`src/rtl/glitch_cmd_rx.sv`:
```
// UART 8N1 command receiver: parses A5/CMD/DHI/DLO/WID/CHK frames into glitch delay and width.
// Outputs update 1 clk after the CHK stop-bit sample; no backpressure, the line is consumed at bit rate.
module glitch_cmd_rx #(
   parameter int CLKS_PER_BIT = 104,
   parameter int TIMEOUT_BITS = 20
) (
   input  logic        clk,
   input  logic        rst,
   input  logic        din,
   output logic        glitch_en,
   output logic [15:0] delay_out,
   output logic [7:0]  width_out,
   output logic        frame_err
);
   localparam int HALF_BIT = CLKS_PER_BIT / 2;
   localparam int TO_LIMIT = TIMEOUT_BITS * CLKS_PER_BIT;
   localparam int BCW      = $clog2(CLKS_PER_BIT + 1);
   localparam int TOW      = $clog2(TO_LIMIT + 1);
   localparam logic [7:0] SYNC_BYTE = 8'hA5;
   localparam logic [7:0] CMD_SET   = 8'h53;
   localparam logic [7:0] CMD_FIRE  = 8'h47;

   typedef enum logic [1:0] {RX_IDLE, RX_START, RX_DATA, RX_STOP} rx_state_t;
   typedef enum logic [2:0] {P_HUNT, P_CMD, P_DHI, P_DLO, P_WID, P_CHK} parse_state_t;

   logic           din_meta, din_sync;
   rx_state_t      rx_state, rx_next;
   logic [BCW-1:0] bit_cnt, bit_cnt_next;
   logic [2:0]     bit_idx, bit_idx_next;
   logic [7:0]     shift, shift_next;
   logic           byte_valid, stop_err;

   parse_state_t   p_state, p_next;
   logic [7:0]     cmd_q, dhi_q, dlo_q, wid_q;
   logic [7:0]     cmd_next, dhi_next, dlo_next, wid_next;
   logic [7:0]     chk_calc;
   logic [TOW-1:0] to_cnt, to_cnt_next;
   logic           timeout;
   logic           glitch_next, ferr_next;
   logic [15:0]    delay_next;
   logic [7:0]     width_next;

   // UART receive: start bit verified at half-bit, then full-bit spacing
   always_comb begin
      rx_next      = rx_state;
      bit_cnt_next = bit_cnt + BCW'(1);
      bit_idx_next = bit_idx;
      shift_next   = shift;
      byte_valid   = 1'b0;
      stop_err     = 1'b0;
      case (rx_state)
         RX_IDLE: begin
            bit_cnt_next = '0;
            if (!din_sync) rx_next = RX_START;
         end
         RX_START: begin
            if (bit_cnt == BCW'(HALF_BIT - 1)) begin
               bit_cnt_next = '0;
               bit_idx_next = 3'd0;
               rx_next      = din_sync ? RX_IDLE : RX_DATA;
            end
         end
         RX_DATA: begin
            if (bit_cnt == BCW'(CLKS_PER_BIT - 1)) begin
               bit_cnt_next = '0;
               shift_next   = {din_sync, shift[7:1]};
               bit_idx_next = bit_idx + 3'd1;
               if (bit_idx == 3'd7) rx_next = RX_STOP;
            end
         end
         RX_STOP: begin
            if (bit_cnt == BCW'(CLKS_PER_BIT - 1)) begin
               bit_cnt_next = '0;
               rx_next      = RX_IDLE;
               byte_valid   = din_sync;
               stop_err     = !din_sync;
            end
         end
         default: rx_next = RX_IDLE;
      endcase
   end

   assign chk_calc = cmd_q ^ dhi_q ^ dlo_q ^ wid_q;
   assign timeout  = (p_state != P_HUNT) && (rx_state == RX_IDLE) &&
                     (to_cnt == TOW'(TO_LIMIT - 1));

   // Frame parser; byte events and timeout are mutually exclusive (timeout needs RX idle)
   always_comb begin
      p_next      = p_state;
      cmd_next    = cmd_q;
      dhi_next    = dhi_q;
      dlo_next    = dlo_q;
      wid_next    = wid_q;
      delay_next  = delay_out;
      width_next  = width_out;
      glitch_next = 1'b0;
      ferr_next   = 1'b0;
      if (stop_err) begin
         p_next    = P_HUNT;
         ferr_next = 1'b1;
      end else if (byte_valid) begin
         case (p_state)
            P_HUNT: if (shift == SYNC_BYTE) p_next = P_CMD;
            P_CMD: begin
               if (shift == CMD_SET || shift == CMD_FIRE) begin
                  cmd_next = shift;
                  p_next   = P_DHI;
               end else begin
                  ferr_next = 1'b1;
                  p_next    = P_HUNT;
               end
            end
            P_DHI: begin dhi_next = shift; p_next = P_DLO; end
            P_DLO: begin dlo_next = shift; p_next = P_WID; end
            P_WID: begin wid_next = shift; p_next = P_CHK; end
            P_CHK: begin
               p_next = P_HUNT;
               if (shift == chk_calc) begin
                  delay_next  = {dhi_q, dlo_q};
                  width_next  = wid_q;
                  glitch_next = (cmd_q == CMD_FIRE);
               end else begin
                  ferr_next = 1'b1;
               end
            end
            default: p_next = P_HUNT;
         endcase
      end else if (timeout) begin
         p_next    = P_HUNT;
         ferr_next = 1'b1;
      end

      to_cnt_next = to_cnt;
      if (p_state == P_HUNT || byte_valid || stop_err || timeout)
         to_cnt_next = '0;
      else if (rx_state == RX_IDLE)
         to_cnt_next = to_cnt + TOW'(1);
   end

   always_ff @(posedge clk) begin
      if (rst) begin
         din_meta  <= 1'b1;
         din_sync  <= 1'b1;
         rx_state  <= RX_IDLE;
         bit_cnt   <= '0;
         bit_idx   <= 3'd0;
         shift     <= 8'h00;
         p_state   <= P_HUNT;
         cmd_q     <= 8'h00;
         dhi_q     <= 8'h00;
         dlo_q     <= 8'h00;
         wid_q     <= 8'h00;
         to_cnt    <= '0;
         glitch_en <= 1'b0;
         frame_err <= 1'b0;
         delay_out <= 16'h0000;
         width_out <= 8'h00;
      end else begin
         din_meta  <= din;
         din_sync  <= din_meta;
         rx_state  <= rx_next;
         bit_cnt   <= bit_cnt_next;
         bit_idx   <= bit_idx_next;
         shift     <= shift_next;
         p_state   <= p_next;
         cmd_q     <= cmd_next;
         dhi_q     <= dhi_next;
         dlo_q     <= dlo_next;
         wid_q     <= wid_next;
         to_cnt    <= to_cnt_next;
         glitch_en <= glitch_next;
         frame_err <= ferr_next;
         delay_out <= delay_next;
         width_out <= width_next;
      end
   end
endmodule

```
`config.mk`:
```
export PLATFORM = sky130hd
export DESIGN_NAME = glitch_cmd_rx
export DESIGN_NICKNAME = d
export VERILOG_FILES = /design/src/rtl/glitch_cmd_rx.sv
export SDC_FILE = /design/constraint.sdc
export NUM_CORES = 1
export LEC_CHECK = 0
export BUFFER_PORTS_ARGS = -buffer_cell sky130_fd_sc_hd__buf_2
export CORE_ASPECT_RATIO = 1.5
export CORE_MARGIN = 2
export CORE_UTILIZATION = 60
export CTS_BUF_LIST = sky130_fd_sc_hd__clkbuf_16
export DETAILED_ROUTE_END_ITERATION = 7
export GPL_ROUTABILITY_DRIVEN = 1
export GPL_TIMING_DRIVEN = 0
export PLACE_DENSITY_LB_ADDON = 0.12
export SLEW_MARGIN = 30
export SYNTH_ARGS = -nofsm -noshare
export SYNTH_HDL_FRONTEND = slang
export SYNTH_SLANG_ARGS = --single-unit
export TNS_END_PERCENT = 5
```
`constraint.sdc`:
```
create_clock -name clk -period 4.9 [get_ports clk]
set_clock_uncertainty 0.15 [all_clocks]
set_input_delay 0.98 -clock clk [delete_from_list [all_inputs] [get_ports clk]]
set_output_delay 0.98 -clock clk [all_outputs]
set_load 0.02 [all_outputs]
```
==> metrics <==
placed standard-cell area between 4000 and 5000 um^2; CTS H-Tree Depth 3; result of the run finished clean; Synth warnings 0; Crit path arrival time about 2600 ps; number of nets in the finished design 499; fraction of synthesis flops using an asynchronous set or reset pin 0; # placed instances slightly below 600; Setup crit start bit_cnt[0]; Non-Filler Instances roughly 600; setup violation total in the final timing report 0; final routed DRC violation total 0; Worst path top cell family by delay simple AND/OR/NAND/NOR gates; critical path capture point cmd_q[2]; total half-perimeter wirelength after legalization and detailed placement a little over 7000 um; Vias about 3.5k; effective utilization at floorplan 0.612; setup slack on the worst flop-to-flop path about 2400 ps; antenna-violating nets left 0; maximum capacitance violations 0; global-route wire length before repair 16100 um; worst hold margin roughly 270 ps; Final Worst Setup Slack ~2400 ps; fraction of final layout cells with drive strength greater than 1 0.169; maximum buffer depth of the clock tree 2; Antenna Cells 0; fillcell total about 570; combined area of all synthesized cells ~4400 um^2; Placer Congestion ~0.86; number of nets produced by synthesis between 400 and 500; clock transition at the register clock pins on the worst setup and hold paths after CTS around 70 ps; clock latency on the worst-skew pair 340 ps; P_leak 2.00 nW; endpoint type of the worst setup path register; Initial DRT Pass Iterations 4; buffers inserted by post-CTS timing repair 0; number of top-level design ports 29; slowest cell on the critical path nand4_1; total clock sinks between 90 and 100; Setup Crit Path Kind reg -> reg; CP Depth 6; final instance area between 4000 and 5000 um^2; required time worst endpoint 4970 ps; post-detailed-route via-to-cell ratio 5.81; area occupied by registers 1900 um^2; horizontal die dimension ~74 um; worst-margin pin slew 680 ps; number of synthesized flops with an enable pin 0; largest fanout on the critical path 9; most common cell after layout, fill and taps aside dfxtp_1; highest ir drop seen on vdd 0.188 mV; class of the tightest hold or removal check reg -> reg; largest net degree at the start of global routing 17; global-route usage over all layers 0.263; Setup Total Neg Slack 0 ps; buffers plus inverters on the worst setup path 0; GRT overflow 0; minimum period implied by the final worst setup slack between 2000 and 3000 ps; critical-path cell list ha_1, nand3b_4, nor4_4, nand4_1, mux2i_1, nor2_1; power density over cell area ~310 nW/um^2; highest clock rate between 300 and 400 MHz; worst-case setup slack after placement ~2400 ps; Cells after Synth between 400 and 500; FF-to-FF path depth 6; clock tree from TritonCTS done; CTS root buf clkbuf_16; max-slew violation count 0; number of register bits inferred by synthesis 95; number of core rows 38; initial antenna violation count 0; total wirelength of the detailed-routed design about 9900 um; core area just over 7000 um^2; floorplan die height 109 um; endpoint of the most critical register-to-register path cmd_q[2]; Post-CTS Resized 0; crit share post-route 0.518; Multi-input gate area around 2200 um^2; Critical Path Source Type register; cts-stage hold buffer count 0; Routed wire per std cell between 15 and 20 um; Slowest Stage Delay on Critical Path around 550 ps; count of input and output buffers 28; sequential cell area fraction in the yosys report 0.433; number of CTS-inserted buffers 9; RSZ-0062 raised after global routing false; Die Footprint just over 8000 um^2; start of the worst register-to-register path bit_cnt[0]; final hold violations 0; Yosys cell types 53; tightest slew margin relative to the limit 0.543; post-synthesis area per instance between 9 and 10 um^2; synthesis-to-layout area growth 13.4%; commonest cells after routing, fill and taps aside 95 x dfxtp_1, 60 x nor2_1, 39 x buf_2, 35 x mux2i_1, 34 x a21oi_1; vias in the first global route 3295; top flip-flop cell by instance count after synthesis dfxtp_1; Initial DRC Count 210
## power breakdown
group | leakage, nW | switching, mW | internal [mW]
clock | 0.148 | 0.305 | 0.448
sequential | 0.765 | 0.000812 | 0.773
combinational | 1.09 | 0.0164 | 0.00481
total | 2.00 | 0.322 | 1.23
## cells in the mapped netlist, types with 3 or more instances
cell type / instances / area, um^2
dfxtp_1: 95 / 1900
nor2_1: 60 / 225
mux2i_1: 35 / 350
a21oi_1: 34 / 170
nand4_1: 31 / 194
o31ai_1: 25 / 188
xnor2_1: 23 / 201
clkbuf_1: 16 / 60.1
nand3_1: 13 / 65.1
buf_2: 11 / 55.1
nand2_1: 9 / 33.8
xor2_1: 9 / 78.8
xnor3_1: 8 / 180
and3_1: 6 / 37.5
buf_6: 6 / 67.6
inv_1: 6 / 22.5
buf_4: 5 / 37.5
nor4_1: 5 / 31.3
and3b_1: 4 / 35.0
clkbuf_2: 4 / 20.0
ha_1: 4 / 50.1
a31oi_1: 3 / 18.8
nand4_2: 3 / 37.5
## final cells by class
cell class	count	area share
inverters	7	0.00527
well taps	100	0.0251
clock inverters	7	0.0193
repair buffers	28	0.0281
flip-flops and latches	95	0.382
multi-input cells	309	0.447
clock buffers	9	0.0452
plain buffers	42	0.0482
## logic make-up (layout without fill, tap and decap cells)
logic type | after synthesis | after routing | share of synthesized area
muxes | 36 | 36 | 0.0823
and+or+nand+nor | 157 | 157 | 0.203
xor gates and xnor gates | 41 | 41 | 0.108
DFF | 95 | 95 | 0.433
adders and majority gates | 4 | 4 | 0.0114
AOI/OAI and AO/OA | 71 | 71 | 0.102
buffers and inverters | 49 | 93 | 0.0606
## per-stage QoR
| step | util | total power [mW] |
|---|---|---|
| floorplan | - | 0.805 |
| CTS | 0.694 | 1.55 |
| detailed placement | 0.649 | 0.812 |
| global placement | 0.649 | 0.812 |
| global route | 0.694 | 1.59 |
| finish | 0.694 | 1.55 |
## worst min-delay path by stage
stage | start | slack [ps] | end | depth (start not counted)
global placement | din_meta | 240 | din_sync | 1
global route | din_meta | 290 | din_sync | 1
CTS | din_meta | 270 | din_sync | 1
floorplan | din_meta | 240 | din_sync | 1
finish | din_meta | 270 | din_sync | 1
detailed placement | din_meta | 260 | din_sync | 1
## worst reg2reg max path, delay by kind of cell, from the launching register on
kind                     cells  cell delay [ps]
flip-flops                   1              360
adder cells (fa/ha/maj)      1              290
multiplexers                 1              320
AND/OR/NAND/NOR              4             1300
## per-layer routing
layer	share of wire	GRT usage	up-vias
met1	0.40	0.302	1648
met5	0	0	-
met3	0.042	0.0490	25
met2	0.52	0.455	90
li1	-	-	1706
met4	0.037	0.134	0
## flip-flops by register name, indices dropped and copies added, names as in the netlist, named ones only
name	cells
cmd_q	8
dhi_q	8
width_out	8
dlo_q	8
frame_err	1
rx_state	1
din_meta	1
delay_out	16
shift	8
p_state	3
wid_q	8
glitch_en	1
to_cnt	12
bit_cnt	7
bit_idx	3
din_sync	1
No activity file was read; power rests on OpenSTA's default activity.
